<file path="src/rtl/xnor_cmp_pkg.sv">
// Shared constants for the bit-serial XNOR equality scheduler: FSM encoding,
// requester count and default operand width.
package xnor_cmp_pkg;

  typedef enum logic [1:0] {
    IDLE  = 2'd0,
    LOAD  = 2'd1,
    SHIFT = 2'd2,
    DONE  = 2'd3
  } state_t;

  localparam int NREQ      = 2;
  localparam int DEF_WIDTH = 8;

endpackage

</file>
<file path="src/rtl/xnor_nor_cell.sv">
// Single-bit XNOR built only from two-input NOR gates (five of them).
module xnor_nor_cell (
  output logic s,
  input  logic a,
  input  logic b
);

  logic w_na, w_nb, w_t0, w_t1;

  assign w_na = ~(a | a);
  assign w_nb = ~(b | b);
  // w_t0 = ~a & b, w_t1 = a & ~b; NOR of the two is a XNOR b
  assign w_t0 = ~(a | w_nb);
  assign w_t1 = ~(w_na | b);
  assign s    = ~(w_t0 | w_t1);

endmodule

</file>
<file path="src/rtl/xnor_cmp_sched.sv">
// Two-requester round-robin front end for one shared bit-serial XNOR comparator.
// Optional: define XNOR_CMP_EARLY_EXIT_EN to finish on the first differing bit.
module xnor_cmp_sched
  import xnor_cmp_pkg::*;
#(
  parameter int WIDTH = DEF_WIDTH
) (
  input  logic             clk,
  input  logic             rst,
  input  logic [NREQ-1:0]  req,
  input  logic [WIDTH-1:0] a0,
  input  logic [WIDTH-1:0] b0,
  input  logic [WIDTH-1:0] a1,
  input  logic [WIDTH-1:0] b1,
  output logic [NREQ-1:0]  gnt,
  output logic             busy,
  output logic             done,
  output logic             eq,
  output logic             done_id
);

  localparam int CW = $clog2(WIDTH) + 1;

  state_t           r_state, w_state_nxt;
  logic             r_cur_id, r_last_id, r_eq, r_done_id, r_acc;
  logic [WIDTH-1:0] r_sa, r_sb;
  logic [CW-1:0]    r_cnt;
  logic             w_x, w_acc_nxt, w_sel, w_last_bit;

  xnor_nor_cell u_cell (
    .s (w_x),
    .a (r_sa[0]),
    .b (r_sb[0])
  );

  assign w_acc_nxt  = r_acc & w_x;
  assign w_last_bit = (r_cnt == CW'(WIDTH - 1));
  // On a tie the requester that did not own the previous result wins
  assign w_sel      = (req == 2'b11) ? ~r_last_id : req[1];

  always_comb begin
    w_state_nxt = r_state;
    case (r_state)
      IDLE:  if (|req) w_state_nxt = LOAD;
      LOAD:  w_state_nxt = SHIFT;
      SHIFT: begin
        if (w_last_bit) w_state_nxt = DONE;
`ifdef XNOR_CMP_EARLY_EXIT_EN
        if (!w_x) w_state_nxt = DONE;
`endif
      end
      DONE:  w_state_nxt = IDLE;
      default: w_state_nxt = IDLE;
    endcase
  end

  always_ff @(posedge clk or posedge rst) begin
    if (rst) begin
      r_state   <= IDLE;
      r_cur_id  <= 1'b0;
      r_last_id <= 1'b1;
      r_eq      <= 1'b0;
      r_done_id <= 1'b0;
      r_acc     <= 1'b1;
      r_sa      <= '0;
      r_sb      <= '0;
      r_cnt     <= '0;
    end else begin
      r_state <= w_state_nxt;
      case (r_state)
        IDLE: if (|req) r_cur_id <= w_sel;
        LOAD: begin
          r_sa  <= r_cur_id ? a1 : a0;
          r_sb  <= r_cur_id ? b1 : b0;
          r_acc <= 1'b1;
          r_cnt <= '0;
        end
        SHIFT: begin
          r_sa  <= r_sa >> 1;
          r_sb  <= r_sb >> 1;
          r_acc <= w_acc_nxt;
          r_cnt <= r_cnt + CW'(1);
          // Result is registered on entry to DONE so it holds until the next one
          if (w_state_nxt == DONE) begin
            r_eq      <= w_acc_nxt;
            r_done_id <= r_cur_id;
          end
        end
        DONE: r_last_id <= r_cur_id;
        default: ;
      endcase
    end
  end

  assign busy    = (r_state != IDLE);
  assign done    = (r_state == DONE);
  assign gnt     = busy ? (r_cur_id ? 2'b10 : 2'b01) : 2'b00;
  assign eq      = r_eq;
  assign done_id = r_done_id;

endmodule

</file>
<file path="config.mk">
export PLATFORM = sky130hd
export DESIGN_NAME = xnor_cmp_sched
export DESIGN_NICKNAME = d
export VERILOG_FILES = /design/src/rtl/xnor_cmp_pkg.sv /design/src/rtl/xnor_nor_cell.sv /design/src/rtl/xnor_cmp_sched.sv
export SDC_FILE = /design/constraint.sdc
export NUM_CORES = 1
export LEC_CHECK = 0
export ABC_AREA = 0
export BUFFER_PORTS_ARGS = -buffer_cell sky130_fd_sc_hd__buf_4
export CAP_MARGIN = 20
export CORE_MARGIN = 2
export CORE_UTILIZATION = 25
export CTS_CLUSTER_SIZE = 8
export DETAILED_ROUTE_END_ITERATION = 6
export PLACE_DENSITY = 0.53
export REMOVE_ABC_BUFFERS = 1
export SYNTH_ARGS = -nofsm -noshare
export SYNTH_HDL_FRONTEND = slang
export SYNTH_SLANG_ARGS = --single-unit
</file>
<file path="constraint.sdc">
create_clock -name clk -period 1.95 [get_ports clk]
set_input_delay 0.2925 -clock clk [delete_from_list [all_inputs] [get_ports clk]]
set_output_delay 0.2925 -clock clk [all_outputs]
set_load 0.01 [all_outputs]
</file>
==> results.sh <==
export IMPL_worstSetupEndpointType="primary output"
export IMPL_power_total_w=0.00309
export IMPL_final_common_cell="buf_4"
export IMPL_yosys_register_bits=27
export IMPL_floorplan_core_area_um2=5610
export IMPL_routed_via_count=1090
export IMPL_fp_dieArea_um2=6510
export IMPL_yosysWarningCount=0
export IMPL_drt_pre_antenna_iters=4
export IMPL_required_ns=1.66
export IMPL_cts_path_max_buffers=2
export IMPL_grt_antenna_before_repair=0
export IMPL_synth_sequential_area_ratio_pct=46.1
export IMPL_leakage_nw=0.915
export IMPL_route_antenna_remaining_nets=0
export IMPL_diodes=0
export IMPL_netlist_cell_type_count=26
export IMPL_shortest_period_the_worst_path_allows_ns=1.81
export IMPL_finalSetupTns_ns=0
export IMPL_synth_avg_cell_area_um2=10.8
export IMPL_numCtsBuffers=3
export IMPL_pin_count_of_the_biggest_net_entering_global_routing=28
export IMPL_cts_hold_repair_buffers=0
export IMPL_clk_pin_slew_worst_paths_ns=0.10
export IMPL_core_rowCount=27
export IMPL_finalWirelength_um=2920
export IMPL_route_detailed_vias_per_inst=4.31
export IMPL_clk_insertion_delay_late_ns=0.27
export IMPL_globalRouteTotalUtil_pct=9.41
export IMPL_post_place_ws_ns=0.176
export IMPL_timing_reg2reg_worst_path_depth=5
export IMPL_critPathKind="reg -> out"
export IMPL_rr_startpoint="r_state[0]"
export IMPL_nets_finish=222
export IMPL_slew_viol_final=0
export IMPL_cts_tree="yes"
export IMPL_finalWeightedCongestion=0.700
export IMPL_route_detailed_drc=0
export IMPL_finalInstanceArea_um2=1940
export IMPL_synthCells=136
export IMPL_numPortBuffers=41
export IMPL_postPlaceCellArea_um2=1890
export IMPL_wl_per_cell_um=11.5
export IMPL_cts_htree_levels=1
export IMPL_post_route_period_util_pct=92.7
export IMPL_rsz_0062_raised_after_global_routing="no"
export IMPL_boundaryPins=42
export IMPL_cts_num_sinks=27
export IMPL_vdd_ir_drop_worst_mv=0.517
export IMPL_final_setup_worst_slack_ns=0.142
export IMPL_r2r_slack_ns=0.19
export IMPL_maximum_fanout_encountered_on_the_critical_timing_path=8
export IMPL_initial_utilization_pct=26.2
export IMPL_chipWidth_um=80.7
export IMPL_finalSetupViolations=0
export IMPL_timing_max_slew_rel_slack_pct=73.6
export IMPL_detailed_place_hpwl_um=2240
export IMPL_final_layout_size_suffix_gt1_share_pct=40.3
export IMPL_fin_skew_ns=0.00532
export IMPL_p_per_area_nw_per_um2=1590
export IMPL_syn2layout_area_growth_pct=31.8
export IMPL_clock_fmax_mhz=553
export IMPL_arrival_ns=1.52
export IMPL_globalRoute_totalOverflow=0
export IMPL_drtIter0Drc=45
export IMPL_start_kind="flop"
export IMPL_post_cts_buffers=0
export IMPL_timing_final_hold_violations=0
export IMPL_max_cap_violations=0
export IMPL_grt_pass1_wl_um=4800
export IMPL_run_status="finished, final reports clean"
export IMPL_syn_area_um2=1470
export IMPL_ctsRootBufferMaster="clkbuf_8"
export IMPL_grt_pass1_vias=1040
export IMPL_rr_endpoint="done_id"
export IMPL_post_cts_resized=0
export IMPL_min_delay_path_class="in -> async"
export IMPL_max_slew_worst_pin_slew_ns=0.396
export IMPL_leading_cell_types_in_the_layout_fill_and_taps_excluded="49 x buf_4, 25 x dfrtp_1, 19 x nand2_1, 18 x mux2i_1, 16 x o21ai_1"
export IMPL_fp_dieH_um=80.7
-- cells in the mapped netlist (all sizes together) --
master | number | area, um^2
mux2i | 18 | 180
nand2b | 2 | 12.5
dfstp | 2 | 52.6
buf | 7 | 35.0
a32o | 1 | 10.0
dfrtp | 25 | 626
o21a | 1 | 7.51
xnor2 | 1 | 8.76
o21ai | 18 | 90.1
nand2 | 19 | 71.3
o311ai | 1 | 16.3
a21oi | 1 | 5.00
clkbuf | 1 | 3.75
nor2b | 1 | 6.26
o2bb2ai | 3 | 26.3
nand3 | 2 | 10.0
o22ai | 1 | 6.26
mux2 | 16 | 180
and2b | 1 | 8.76
inv | 8 | 30.0
nor4bb | 1 | 25.0
ha | 4 | 50.1
or3 | 1 | 6.26
nor2 | 1 | 3.75
-- registers in the layout, summed over array words and instances (netlist names) --
signal and count:
r_sa 8, r_sb 8, r_cnt 4, r_state 2, done_id 1, eq 1, r_acc 1, r_cur_id 1
r_last_id 1
-- cell type report --
class | instances | area (um^2)
clock inverter | 1 | 7.51
timing repair buffer | 49 | 368
inverter | 8 | 30.0
sequential | 27 | 678
fill | 582 | 3670
multi-input combinational | 93 | 724
tap | 72 | 90.1
clock buffer | 3 | 41.3
-- worst max-delay path, cell delays in order, from the launching register on --
cell     delay (ns)
dfrtp_1        0.43
inv_1          0.09
ha_1           0.33
and2b_2        0.25
buf_4          0.13
-- worst max path at each step --
stage	from	to	slack, ns	cells past startpoint
after floorplan	r_state[0]	done_id	0.07	4
after global placement	r_state[0]	done_id	0.24	5
after detailed placement	r_state[0]	done_id	0.18	5
after CTS	r_state[0]	gnt[1]	0.11	4
after global routing	r_state[0]	gnt[1]	0.04	4
final	r_state[0]	gnt[1]	0.14	4
-- metal layers --
layer / wire, um / vias to the layer above / share of wire, % / track usage [%]
li1: - / 561 / - / -
met1: 1460 / 502 / 50 / 13.4
met2: 1300 / 23 / 44 / 14.5
met3: 136 / 4 / 4.7 / 2.02
met4: 23 / 0 / 0.79 / 2.54
met5: 0 / - / 0 / 0
-- metrics by stage --
step / cells / util (%) / hold slack [ns]
2_1_floorplan: 128 / - / 0.344
3_3_place_gp: 249 / 33.7 / 0.385
3_5_place_dp: 249 / 33.7 / 0.390
4_1_cts: 253 / 34.6 / 0.0786
5_1_grt: 253 / 34.6 / 0.0915
6_report: 253 / 34.6 / 0.0784
-- power breakdown --
group,switching (W),internal (W)
Combinational,0.000830,0.000939
Sequential,0.000145,0.000849
Clock,0.000182,0.000145
-- cells by family (layout without fill, tap and decap cells) --
logic type / after synthesis / count (layout) / synth area share, %
compound gates: 26 / 26 / 11.0
mux: 34 / 34 / 24.5
flops: 27 / 27 / 46.1
fa+ha+maj: 4 / 4 / 3.40
buf+inv: 16 / 61 / 4.68
xor+xnor: 1 / 1 / 0.595
simple gates: 28 / 28 / 9.78
Power figures use the tool's default switching activity.
